## config.mk

```make
export PLATFORM = sky130hd
export DESIGN_NAME = fir_mac_seq
export DESIGN_NICKNAME = d
export VERILOG_FILES = /design/src/rtl/fir_mac_pkg.sv /design/src/rtl/fir_coef_bank.sv /design/src/rtl/fir_mac_seq.sv
export SDC_FILE = /design/constraint.sdc
export NUM_CORES = 1
export LEC_CHECK = 0
export BUFFER_PORTS_ARGS = -buffer_cell sky130_fd_sc_hd__buf_4
export CORE_MARGIN = 4
export CORE_UTILIZATION = 55
export DETAILED_ROUTE_END_ITERATION = 8
export PLACE_DENSITY = 0.69
export SLEW_MARGIN = 15
export SYNTH_ARGS = -nofsm -noshare
export SYNTH_HDL_FRONTEND = slang
export SYNTH_SLANG_ARGS = --single-unit
```

## constraint.sdc

```tcl
create_clock -name iClk12M -period 16.2 [get_ports iClk12M]
set_clock_uncertainty 0.1 [all_clocks]
set_input_delay 0.81 -clock iClk12M [delete_from_list [all_inputs] [get_ports iClk12M]]
set_output_delay 0.81 -clock iClk12M [all_outputs]
set_load 0.03 [all_outputs]
```

## src/rtl/fir_mac_pkg.sv

```systemverilog
// Shared constants and FSM state type for the sequential FIR MAC.
// Widths: 3-bit signed taps, 16-bit signed coefficients, 19-bit products, 23-bit accumulator.
// No ports; imported by fir_mac_seq and fir_coef_bank.
package fir_mac_pkg;

  localparam int TAP_NUM = 10;
  localparam int TAP_W   = 3;
  localparam int COEF_W  = 16;
  localparam int PROD_W  = 19;
  localparam int ACC_W   = 23;

  typedef enum logic [1:0] {
    ST_IDLE = 2'd0,
    ST_LOAD = 2'd1,
    ST_ACC  = 2'd2,
    ST_DONE = 2'd3
  } fir_state_e;

endpackage

```

## src/rtl/fir_coef_bank.sv

```systemverilog
// Shadow/active coefficient storage: shadow written any time, active refreshed by copy strobe.
// Latency: a write lands in the shadow on the next edge; copy_i moves shadow->active on the next edge.
// Ports: clk_i/rst_ni, write port (wr_en_i/wr_addr_i/wr_data_i), copy_i, coef_o (active set). No backpressure.
module fir_coef_bank
  import fir_mac_pkg::*;
#(
  parameter int TAP_NUM = 10,
  parameter int COEF_W  = 16
) (
  input  logic                     clk_i,
  input  logic                     rst_ni,
  input  logic                     wr_en_i,
  input  logic [3:0]               wr_addr_i,
  input  logic signed [COEF_W-1:0] wr_data_i,
  input  logic                     copy_i,
  output logic signed [COEF_W-1:0] coef_o [TAP_NUM]
);

  logic signed [COEF_W-1:0] shadow_q [TAP_NUM];
  logic signed [COEF_W-1:0] active_q [TAP_NUM];

  // Addresses at or above TAP_NUM match no entry and are dropped.
  always_ff @(posedge clk_i or negedge rst_ni) begin
    if (!rst_ni) begin
      for (int i = 0; i < TAP_NUM; i++) begin
        shadow_q[i] <= '0;
        active_q[i] <= '0;
      end
    end else begin
      for (int i = 0; i < TAP_NUM; i++) begin
        if (wr_en_i && (wr_addr_i == 4'(i))) begin
          shadow_q[i] <= wr_data_i;
        end
        // A write in the same cycle as the copy bypasses the shadow so the
        // pass being loaded already sees the new value.
        if (copy_i) begin
          if (wr_en_i && (wr_addr_i == 4'(i))) begin
            active_q[i] <= wr_data_i;
          end else begin
            active_q[i] <= shadow_q[i];
          end
        end
      end
    end
  end

  assign coef_o = active_q;

endmodule

```

## src/rtl/fir_mac_seq.sv

```systemverilog
// Sequential 10-tap FIR MAC: one multiply-accumulate per clock over a snapshot of the delay chain.
// Latency: oMacValid pulses 12 cycles after the edge that samples iEnSample600k; busy for those 12 cycles.
// Backpressure: none; a strobe while busy is dropped and latches the sticky oOverrun flag.
// Ports: iClk12M/iRsn, iEnSample600k strobe, iDelay taps, coefficient write port, oMac/oMacValid/oBusy/oOverrun.
module fir_mac_seq
  import fir_mac_pkg::*;
#(
  parameter int TAP_NUM = 10,
  parameter int COEF_W  = 16
) (
  input  logic                            iClk12M,
  input  logic                            iRsn,
  input  logic                            iEnSample600k,
  input  logic [TAP_NUM*TAP_W-1:0]        iDelay,
  input  logic                            iCoefWrEn,
  input  logic [3:0]                      iCoefAddr,
  input  logic signed [COEF_W-1:0]        iCoefData,
  output logic signed [ACC_W-1:0]         oMac,
  output logic                            oMacValid,
  output logic                            oBusy,
  output logic                            oOverrun
);

  localparam int IDX_W = $clog2(TAP_NUM);
  localparam logic [IDX_W-1:0] IDX_LAST = IDX_W'(TAP_NUM - 1);

  fir_state_e               state_q;
  logic signed [TAP_W-1:0]  snap_q [TAP_NUM];
  logic signed [ACC_W-1:0]  acc_q;
  logic signed [ACC_W-1:0]  acc_d;
  logic [IDX_W-1:0]         idx_q;
  logic signed [ACC_W-1:0]  mac_q;
  logic                     mac_vld_q;
  logic                     busy_q;
  logic                     overrun_q;

  logic signed [COEF_W-1:0] coef_act [TAP_NUM];
  logic signed [TAP_W-1:0]  tap_sel;
  logic signed [COEF_W-1:0] coef_sel;
  logic signed [PROD_W-1:0] prod;
  logic                     copy_en;

  // Active coefficients are refreshed exactly when the tap snapshot is taken.
  assign copy_en = (state_q == ST_LOAD);

  fir_coef_bank #(
    .TAP_NUM (TAP_NUM),
    .COEF_W  (COEF_W)
  ) u_coef_bank (
    .clk_i     (iClk12M),
    .rst_ni    (iRsn),
    .wr_en_i   (iCoefWrEn),
    .wr_addr_i (iCoefAddr),
    .wr_data_i (iCoefData),
    .copy_i    (copy_en),
    .coef_o    (coef_act)
  );

  // Both operands are sign-extended to the product width before multiplying,
  // so the 3x16 product is exact; the accumulator is wide enough for ten of them.
  always_comb begin
    tap_sel  = snap_q[idx_q];
    coef_sel = coef_act[idx_q];
    prod     = PROD_W'(tap_sel) * PROD_W'(coef_sel);
    acc_d    = acc_q + ACC_W'(prod);
  end

  always_ff @(posedge iClk12M or negedge iRsn) begin
    if (!iRsn) begin
      state_q   <= ST_IDLE;
      for (int k = 0; k < TAP_NUM; k++) begin
        snap_q[k] <= '0;
      end
      acc_q     <= '0;
      idx_q     <= '0;
      mac_q     <= '0;
      mac_vld_q <= 1'b0;
      busy_q    <= 1'b0;
      overrun_q <= 1'b0;
    end else begin
      mac_vld_q <= 1'b0;

      // A strobe seen mid-pass is dropped; only the sticky flag records it.
      if (iEnSample600k && (state_q != ST_IDLE)) begin
        overrun_q <= 1'b1;
      end

      case (state_q)
        ST_IDLE: begin
          if (iEnSample600k) begin
            state_q <= ST_LOAD;
            busy_q  <= 1'b1;
          end
        end

        ST_LOAD: begin
          for (int k = 0; k < TAP_NUM; k++) begin
            snap_q[k] <= iDelay[k*TAP_W +: TAP_W];
          end
          acc_q   <= '0;
          idx_q   <= '0;
          state_q <= ST_ACC;
        end

        ST_ACC: begin
          acc_q <= acc_d;
          if (idx_q == IDX_LAST) begin
            idx_q   <= '0;
            state_q <= ST_DONE;
          end else begin
            idx_q <= idx_q + 1'b1;
          end
        end

        ST_DONE: begin
          mac_q     <= acc_q;
          mac_vld_q <= 1'b1;
          busy_q    <= 1'b0;
          state_q   <= ST_IDLE;
        end

        default: begin
          state_q <= ST_IDLE;
          busy_q  <= 1'b0;
        end
      endcase
    end
  end

  assign oMac      = mac_q;
  assign oMacValid = mac_vld_q;
  assign oBusy     = busy_q;
  assign oOverrun  = overrun_q;

endmodule

```

# == Word level (Yosys, flattened, before mapping) ==
# Cells that the tools add are included.
# word_totals
regBits,405
latch_bits,0
ram_bits,0
mem_bits_ro,0
elab_cells,100
memories,0
# op_classes
n_addsub,2
n_mul,1
div_mod_pow,0
order_cmp,1
eq_ne,15
shifts,0
n_mux,25
bitwise_logic,1
reduce_logical,18
# op_table
op,count
16-bit two-way mux,12
16-bit binary-select mux with 4-bit select,1
23-bit case mux with 2 select lines,1
23-bit by 19-bit adder with 23-bit output,1
3-bit by 16-bit multiplier with 19-bit output,1
4-bit by 3-bit equality test with 1-bit output (second input constant),4
3-bit binary-select mux with 4-bit select,1
4-bit equality test (second input constant),3
1-bit logical AND,11
4-bit by 2-bit equality test with 1-bit output (second input constant),2
2-bit case mux with 4 select lines,1
4-bit case mux with 2 select lines,1
3-bit two-way mux,2
2-bit nonzero test,3
5-bit >= comparator (second input constant),1
4-bit NOT with 5-bit output,1
4-bit by 1-bit adder with 4-bit output (second input constant),1
2-bit equality test (second input constant),2
4-bit by 1-bit equality test with 1-bit output (second input constant),1
4-bit logical NOT,1
2-bit two-way mux,2
4-bit two-way mux,1
2-bit != test (second input constant),2
2-bit AND reduction,2
other kinds (4),5

# == Logic depth before layout (Yosys ltp) ==
# Gate-level depths: netlist of run 1.
# logic_depth
word_depth,7
ltp_mapped,21
depth_no_buf,17

# == Modules after synthesis ==
# A second synthesis of run 1 with hierarchy kept.
# hier_totals
cells_unflattened,1873
hier_area_um2,19612.6
# by_module_without_submodules
mod,instances,cells_per_inst,area_per_inst_um2,seq_area_each_um2
fir_coef_bank,1,1248,12368.1,8007.7
fir_mac_seq,1,625,7244.4,2127.0

# == Least setup slack after synthesis of run 1 ==
# No wires, ideal clock.
# synth_timing
kind,reg-to-reg
startpoint,register idx_q[0]
endpoint,register acc_q[18]
setup_time_ps,122
t_arrival_ps,5011
required_time_ps,15978
setup_slack_ps,10968
path_stages_with_launch,19
period_less_slack_ps,5232
path_cell_list,dfrtp_1 -> buf_2 -> buf_2 -> mux4_2 -> mux2i_1 -> o22ai_1 -> nand2b_1 -> fa_1 -> fa_1 -> fa_1 -> inv_1 -> ha_1 -> fa_1 -> a21o_1 -> nand4_1 -> a21oi_2 -> o21a_1 -> or4_1 -> a32o_1
# synth_via
elab_chain_len,7
elab_cells_between_ends,10
classes_between,add/sub (1); mul (1); mux (7); bitwise (1)
# synth_rtl
element,line_no,rtl
from (decl),fir_mac_seq.sv:31,logic [IDX_W-1:0] idx_q;
from (signal assigned),fir_mac_seq.sv:111,idx_q <= idx_q + 1'b1;
4-bit NOT with 5-bit output (not written as such) (*),"fir_mac_seq.sv:62, fir_mac_seq.sv:63",
3-bit binary-select mux with 4-bit select or 16-bit binary-select mux with 4-bit select (tied branches),"fir_mac_seq.sv:62, fir_mac_seq.sv:63",
3-bit two-way mux (not written as such) or 16-bit two-way mux (tied branches) (2 in series),"fir_mac_seq.sv:62, fir_mac_seq.sv:63",
3-bit by 16-bit multiplier with 19-bit output (*),fir_mac_seq.sv:64,prod = PROD_W'(tap_sel) * PROD_W'(coef_sel);
23-bit by 19-bit adder with 23-bit output (*),fir_mac_seq.sv:65,acc_d = acc_q + ACC_W'(prod);
23-bit case mux with 2 select lines (*),fir_mac_seq.sv:88,case (state_q)
to (signal assigned),fir_mac_seq.sv:74,acc_q <= '0;
to (signal assigned),fir_mac_seq.sv:100,acc_q <= '0;
to (signal assigned),fir_mac_seq.sv:106,acc_q <= acc_d;
to (decl),fir_mac_seq.sv:29,logic signed [ACC_W-1:0] acc_q;
# Every way passes the cells marked *; elsewhere a longest branch is shown, timed or not. The select of a mux whose other input is x is not followed.
# A chain may end at the register's enable or synchronous reset.

# == Worst setup path after layout of run 1 ==
# Ends and elaborated chain as after synthesis.

==> impl_results.md, run 1 <==
* Async SR Flop Fraction at 100%
* Overall via count from detail_route at 10800
* CTS tree: built
* Synth Flop Type: dfrtp_1
* # resized after CTS at 0
* CTS sink count at 405
* # IOs at 80
* Die ar. at 38100 um2
* Avg Vias per Cell at 5.76
* Period utilisation layout at 39.3%
* Largest net degree at the start of global routing at 129
* Net Count, Synth at 1476
* Sequential area share after synthesis at 52.5%
* Post-route minimum period at 6.36 ns
* Synth cell types at 69
* Required time worst endpoint at 16.54 ns
* P&R area growth vs syn at 12.8%
* Reg-to-reg startpoint: idx_q[0]
* Initial DRC count at 646
* Post-route DRC at 0
* Routed Antenna Nets at 0
* # hold bufs at CTS at 0
* Vias in the first global route at 11800
* Root buffer cell: clkbuf_16
* # fillers at 2688
* CP Max Fanout at 35
* Worst Tran Pin Value at 1.12 ns
* Nets@finish at 1534
* Gpl congestion at 0.880
* FF-to-FF End: acc_q[18]
* Number of buffers created by CTS at 45
* Post-Syn Area at 19300 um2
* Syn avg cell area at 14.5 um2
* Flop2flop setup slack at 9.84 ns
* Initial antenna violation count at 0
* Routed WL at 38.8 mm
* Die H at 195 um
* Crit. End Element: flip-flop
* Yosys top cell area share at 52.5%
* Post-synth EDFFs at 0
* Iteration count of the initial detailed-routing pass at 5
* CTS H-tree depth at 2
* Worst Path Arrival at 6.71 ns
* Postcts setup bufs at 0
* Die width at 195 um
* Cell with the most instances after synthesis: dfrtp_1
* Yosys Warn Count at 0
* Final Hold Viols at 0
* Antenna Cells at 0
* Drt wl/cell at 20.6 um
* Final Max Tran Viols at 0
* First-pass GRT wire length at 64.8 mm
* Top cell type by total area after synthesis: dfrtp_1
* Area contributors post-synth: dfrtp_1 (53%), mux2_2 (20%), mux4_2 (4.4%)
* Critical Path Source Type: flip-flop
* FMAX at 157 MHz
* Starting Density at 55.8%
* Critical path class: flip-flop to flip-flop
* Synth cell count leaders: dfrtp_1 (405), mux2_2 (350), nor2_1 (52), ha_1 (51), clkbuf_1 (49)
* Relative slew slack at 25.5%
* GRT Overall Usage at 21.0%
* Port Buffers at 79
* Longest Clk Path Bufs at 3
* Run status: finished clean
* Core Footprint at 34500 um2
* RSZ-0062 raised after global routing: false
* Clock Pin Slew Worst Setup and Hold Paths at 0.06 ns
* Post-DP HPWL at 24.4 mm
* Post-layout util at 63.0%
* Setup tns final at 0 ns
* Worst skew pair latency at 0.56 ns
* Hold crit path type: primary input to async pin
* Cells after Synth at 1334
* Reg2reg path depth at 17
* Max Cap Viol at 0
* Final setup vio count at 0
* Row Count at 68
* Share of cells above drive strength 1 at 42.1%
* Seq cells post-synth at 405
* Total gr overflow at 0
-- metal layers --
metal | wire (um) | track usage [%] | vias up | share of wire [%]
li1 | - | - | 4921 | -
met1 | 18300 | 30.8 | 5705 | 47
met2 | 18300 | 33.6 | 169 | 47
met3 | 1460 | 3.33 | 54 | 3.8
met4 | 704 | 4.71 | 0 | 1.8
met5 | 0 | 0 | - | 0
-- state kept, by name, indices dropped and copies added (netlist names) --
signal / cells
idx_q: 4
oBusy: 1
oMacValid: 1
acc_q: 23
state_q: 2
oOverrun: 1
oMac: 23
u_coef_bank.shadow_q: 160
u_coef_bank.coef_o: 160
snap_q: 30
-- layout by cell type (no fill, tap or decap), types with 15 or more instances in the layout --
master and instances:
dfrtp_1 403, mux2_4 20, nand2_1 23, nor2_1 51, a21oi_1 18, clkbuf_16 47
inv_1 30, nor2b_1 16, ha_1 50, mux2i_1 40, o21ai_0 22, mux2_2 350
o22a_1 15, mux4_2 38, buf_4 96, fa_1 37
-- metrics by stage --
stage / instances / area, um2 / setup slack [ns] / hold slack [ns]
after floorplan: 1334 / 19300 / 10.97 / 0.349
after global placement: 1800 / 20200 / 9.85 / 0.351
after detailed placement: 1800 / 20200 / 9.77 / 0.351
after CTS: 1883 / 21800 / 9.75 / 0.293
after global routing: 1883 / 21800 / 9.47 / 0.312
final: 1883 / 21800 / 9.84 / 0.230
-- final cells by class --
cell class | count | area (um2) | area share [%]
Tap cell | 455 | 569 | 2.62
Clock buffer | 67 | 1390 | 6.40
Sequential cell | 405 | 10100 | 46.6
Clock inverter | 16 | 171 | 0.788
Multi-Input combinational cell | 812 | 8630 | 39.7
Timing Repair Buffer | 97 | 736 | 3.38
Inverter | 31 | 116 | 0.535
-- cells by family after synthesis --
logic type / count (synthesis) / synth area share [%]
AO/OA/AOI/OAI: 117 / 4.37
XOR/XNOR: 16 / 0.726
adder cells (fa/ha/maj): 88 / 7.15
buffers and inverters: 117 / 2.82
flip-flops: 405 / 52.5
multiplexers: 451 / 28.7
AND/OR/NAND/NOR: 140 / 3.72
-- worst max path at each step --
stage / start / end / slack (ns) / depth (start not counted)
2_1_floorplan: idx_q[0] / acc_q[18] / 10.97 / 18
3_3_place_gp: idx_q[0] / acc_q[18] / 9.85 / 17
3_5_place_dp: idx_q[0] / acc_q[18] / 9.77 / 17
4_1_cts: idx_q[0] / acc_q[18] / 9.75 / 17
5_1_grt: idx_q[0] / acc_q[18] / 9.47 / 17
6_report: idx_q[0] / acc_q[18] / 9.84 / 17
-- critical path, stage by stage (launching register included) --
cell	delay (ns)
dfrtp_4	0.78
buf_4	0.70
mux4_2	0.59
mux2i_1	0.16
o22a_1	0.26
nand2b_1	0.10
fa_1	0.50
fa_1	0.43
fa_1	0.51
inv_1	0.04
ha_1	0.20
fa_1	0.47
a21o_1	0.19
nand4_1	0.16
a21oi_2	0.10
o21a_1	0.19
or4_1	0.48
a32o_1	0.26
Power of run 1 is not shown: default switching activity piles up to over one toggle a cycle in this logic, so the estimate is an artifact.
==> run 2, diff against run 1 <==
--- a/config.mk
+++ b/config.mk
@@ -5,11 +5,12 @@
 export SDC_FILE = /design/constraint.sdc
 export NUM_CORES = 1
 export LEC_CHECK = 0
+export ABC_AREA = 1
 export BUFFER_PORTS_ARGS = -buffer_cell sky130_fd_sc_hd__buf_4
 export CORE_MARGIN = 4
 export CORE_UTILIZATION = 55
 export DETAILED_ROUTE_END_ITERATION = 8
-export PLACE_DENSITY = 0.69
+export PLACE_DENSITY = 0.72
 export SLEW_MARGIN = 15
 export SYNTH_ARGS = -nofsm -noshare
 export SYNTH_HDL_FRONTEND = slang
==> constraint.sdc (replaced) <==
create_clock -name iClk12M -period 5.5 [get_ports iClk12M]
set_clock_uncertainty 0.1 [all_clocks]
set_input_delay 0.275 -clock iClk12M [delete_from_list [all_inputs] [get_ports iClk12M]]
set_output_delay 0.275 -clock iClk12M [all_outputs]
set_load 0.03 [all_outputs]
==> impl_results.md, run 2 <==
* Required time worst endpoint at 5.83 ns
* Net Count, Synth at 2256
* Critical path class: flip-flop to flip-flop
* Critical Path Source Type: flip-flop
* Drt wl/cell at 16.9 um
* Max Cap Viol at 0
* Sequential area share after synthesis at 52.5%
* Number of buffers created by CTS at 43
* Final Cell Area at 22100 um2
* Synth cell count leaders: nand2_1 (509), dfrtp_1 (405), o21ai_0 (240), inv_1 (198), a21oi_1 (137)
* Cells after Synth at 2114
* Setup tns final at 0 ns
* Final Max Tran Viols at 0
* Simple-Gate Fraction of Synth Area at 15.4%
* Largest net degree at the start of global routing at 136
* Longest Clk Path Bufs at 3
* Hold crit path type: primary input to flip-flop
* CTS H-tree depth at 2
* Post-DP HPWL at 28.9 mm
* Placed inst area at 20300 um2
* Mux contribution to synthesized area at 5.54%
* Die ar. at 38100 um2
* Die width at 195 um
* Clock Pin Slew Worst Setup and Hold Paths at 0.06 ns
* Worst skew pair latency at 0.55 ns
* Xor-xnor portion of the synthesized cell area at 0.182%
* Share of cells above drive strength 1 at 13.5%
* # IOs at 80
* Routed Antenna Nets at 0
* Syn avg cell area at 9.13 um2
* Commonest non-fill, non-tap cell in the layout: nand2_1
* Worst Tran Pin Value at 0.980 ns
* Iteration count of the initial detailed-routing pass at 5
* Synth Flop Type: dfrtp_1
* Row Count at 68
* Root buffer cell: clkbuf_16
* Period utilisation layout at 92.5%
* Initial DRC count at 1222
* P&R area growth vs syn at 14.4%
* Crit. End Element: flip-flop
* Routed WL at 45.4 mm
* Gpl congestion at 0.913
* Initial antenna violation count at 0
* Post-route minimum period at 5.09 ns
* Overall via count from detail_route at 14500
* Avg Vias per Cell at 5.40
* First-pass GRT wire length at 75.5 mm
* CTS sink count at 405
* Final Hold Viols at 0
* RSZ-0062 raised after global routing: false
* Adder-cell share of the synthesized area at 7.15%
* # resized after CTS at 0
* Antenna Cells at 0
* Starting Density at 55.9%
* Largest family of logic cells by synthesized area: simple AND/OR/NAND/NOR gates
* Post-synth EDFFs at 0
* Yosys Warn Count at 0
* Nets@finish at 2334
* Run status: finished clean
* Core Footprint at 34500 um2
* Commonest non-fill, non-tap cells in the layout: nand2_1 (509), dfrtp_1 (403), o21ai_0 (240)
* Top cell type by total area after synthesis: dfrtp_1
* Final worst setup slack at 0.412 ns
* GRT Overall Usage at 24.1%
* Post-route DRC at 0
* Worst Path Arrival at 5.42 ns
* Yosys top cell area share at 52.5%
* Total gr overflow at 0
* Die H at 195 um
* Synth cell types at 36
* Relative slew slack at 34.7%
* Vias in the first global route at 14500
* Post-Syn Area at 19300 um2
* FMAX at 197 MHz
* Port Buffers at 79
* Async SR Flop Fraction at 100%
* Final setup vio count at 0
* CTS tree: built
* Cell with the most instances after synthesis: nand2_1
* Dpl ws at 0.436 ns
* Area contributors post-synth: dfrtp_1 (53%), nand2_1 (9.9%), o21ai_0 (6.2%)
* Synth Area in Compound Gates at 12.5%
* Seq cells post-synth at 405
* CP Max Fanout at 60
run 2: cell type report:
cell class | instances | area, um2
sequential | 405 | 10100
tap | 455 | 569
multi-input combinational | 1381 | 7890
fill | 2851 | 12500
inverter | 216 | 811
clock inverter | 17 | 234
clock buffer | 58 | 1210
timing repair buffer | 145 | 1210
run 2: path summary, 6_finish.rpt:
kind	start	to	depth (start not counted)	slack (ns)
hold / removal	iCoefData[5]	u_coef_bank.shadow_q[21]	3	0.05
setup reg to reg	idx_q[0]	acc_q[14]	21	0.41
setup / recovery	idx_q[0]	acc_q[14]	21	0.41
min in group asynchronous	iRsn	u_coef_bank.shadow_q[131]	2	0.30
hold reg to reg	u_coef_bank.shadow_q[27]	u_coef_bank.shadow_q[27]	2	0.37
max in group asynchronous	iRsn	idx_q[0]	3	3.67
run 2: layer usage:
metal  track usage (%)  share of wire, %  vias up
li1                  -                 -     7018
met1              35.4                46     6996
met2              37.5                46      370
met3              3.59               4.8       79
met4              7.84               2.8        0
met5                 0                 0        -
run 2: timing repair:
item / in CTS / in global routing
hold buffers: 32 / 0
endpoints found under the hold margin: 156 / 0
buffers inserted: 0 / 0
setup endpoints to repair: 0 / 0
run 2: worst max-delay path, cell delays in order (launching register included):
cell	delay, ns
dfrtp_4	0.80
inv_2	0.25
a21oi_1	0.18
o21ai_0	0.10
nand3_1	0.08
nand3_1	0.11
nand2_1	0.11
nand2_1	0.08
fa_1	0.57
fa_1	0.44
fa_1	0.53
inv_1	0.05
ha_1	0.23
fa_1	0.49
nand3_1	0.11
nand3_1	0.16
nand2_1	0.10
nand3_1	0.12
nand2_1	0.12
nand3b_1	0.08
nand3_1	0.08
nand2_1	0.07
run 2: stage by stage:
step | hold slack, ns | cells | util (%)
6_report | 0.0457 | 2677 | 63.9
3_5_place_dp | 0.349 | 2570 | 58.8
4_1_cts | 0.0287 | 2677 | 63.9
3_3_place_gp | 0.352 | 2570 | 58.8
2_1_floorplan | -0.121 | 2114 | -
5_1_grt | 0.0634 | 2677 | 63.9
run 2: logic make-up after synthesis:
logic type	count (synthesis)
multiplexers	95
AO/OA/AOI/OAI	450
buffers and inverters	328
AND/OR/NAND/NOR	744
XOR/XNOR	4
flip-flops	405
adder cells (fa/ha/maj)	88
Power of run 2 is left out for the same reason.
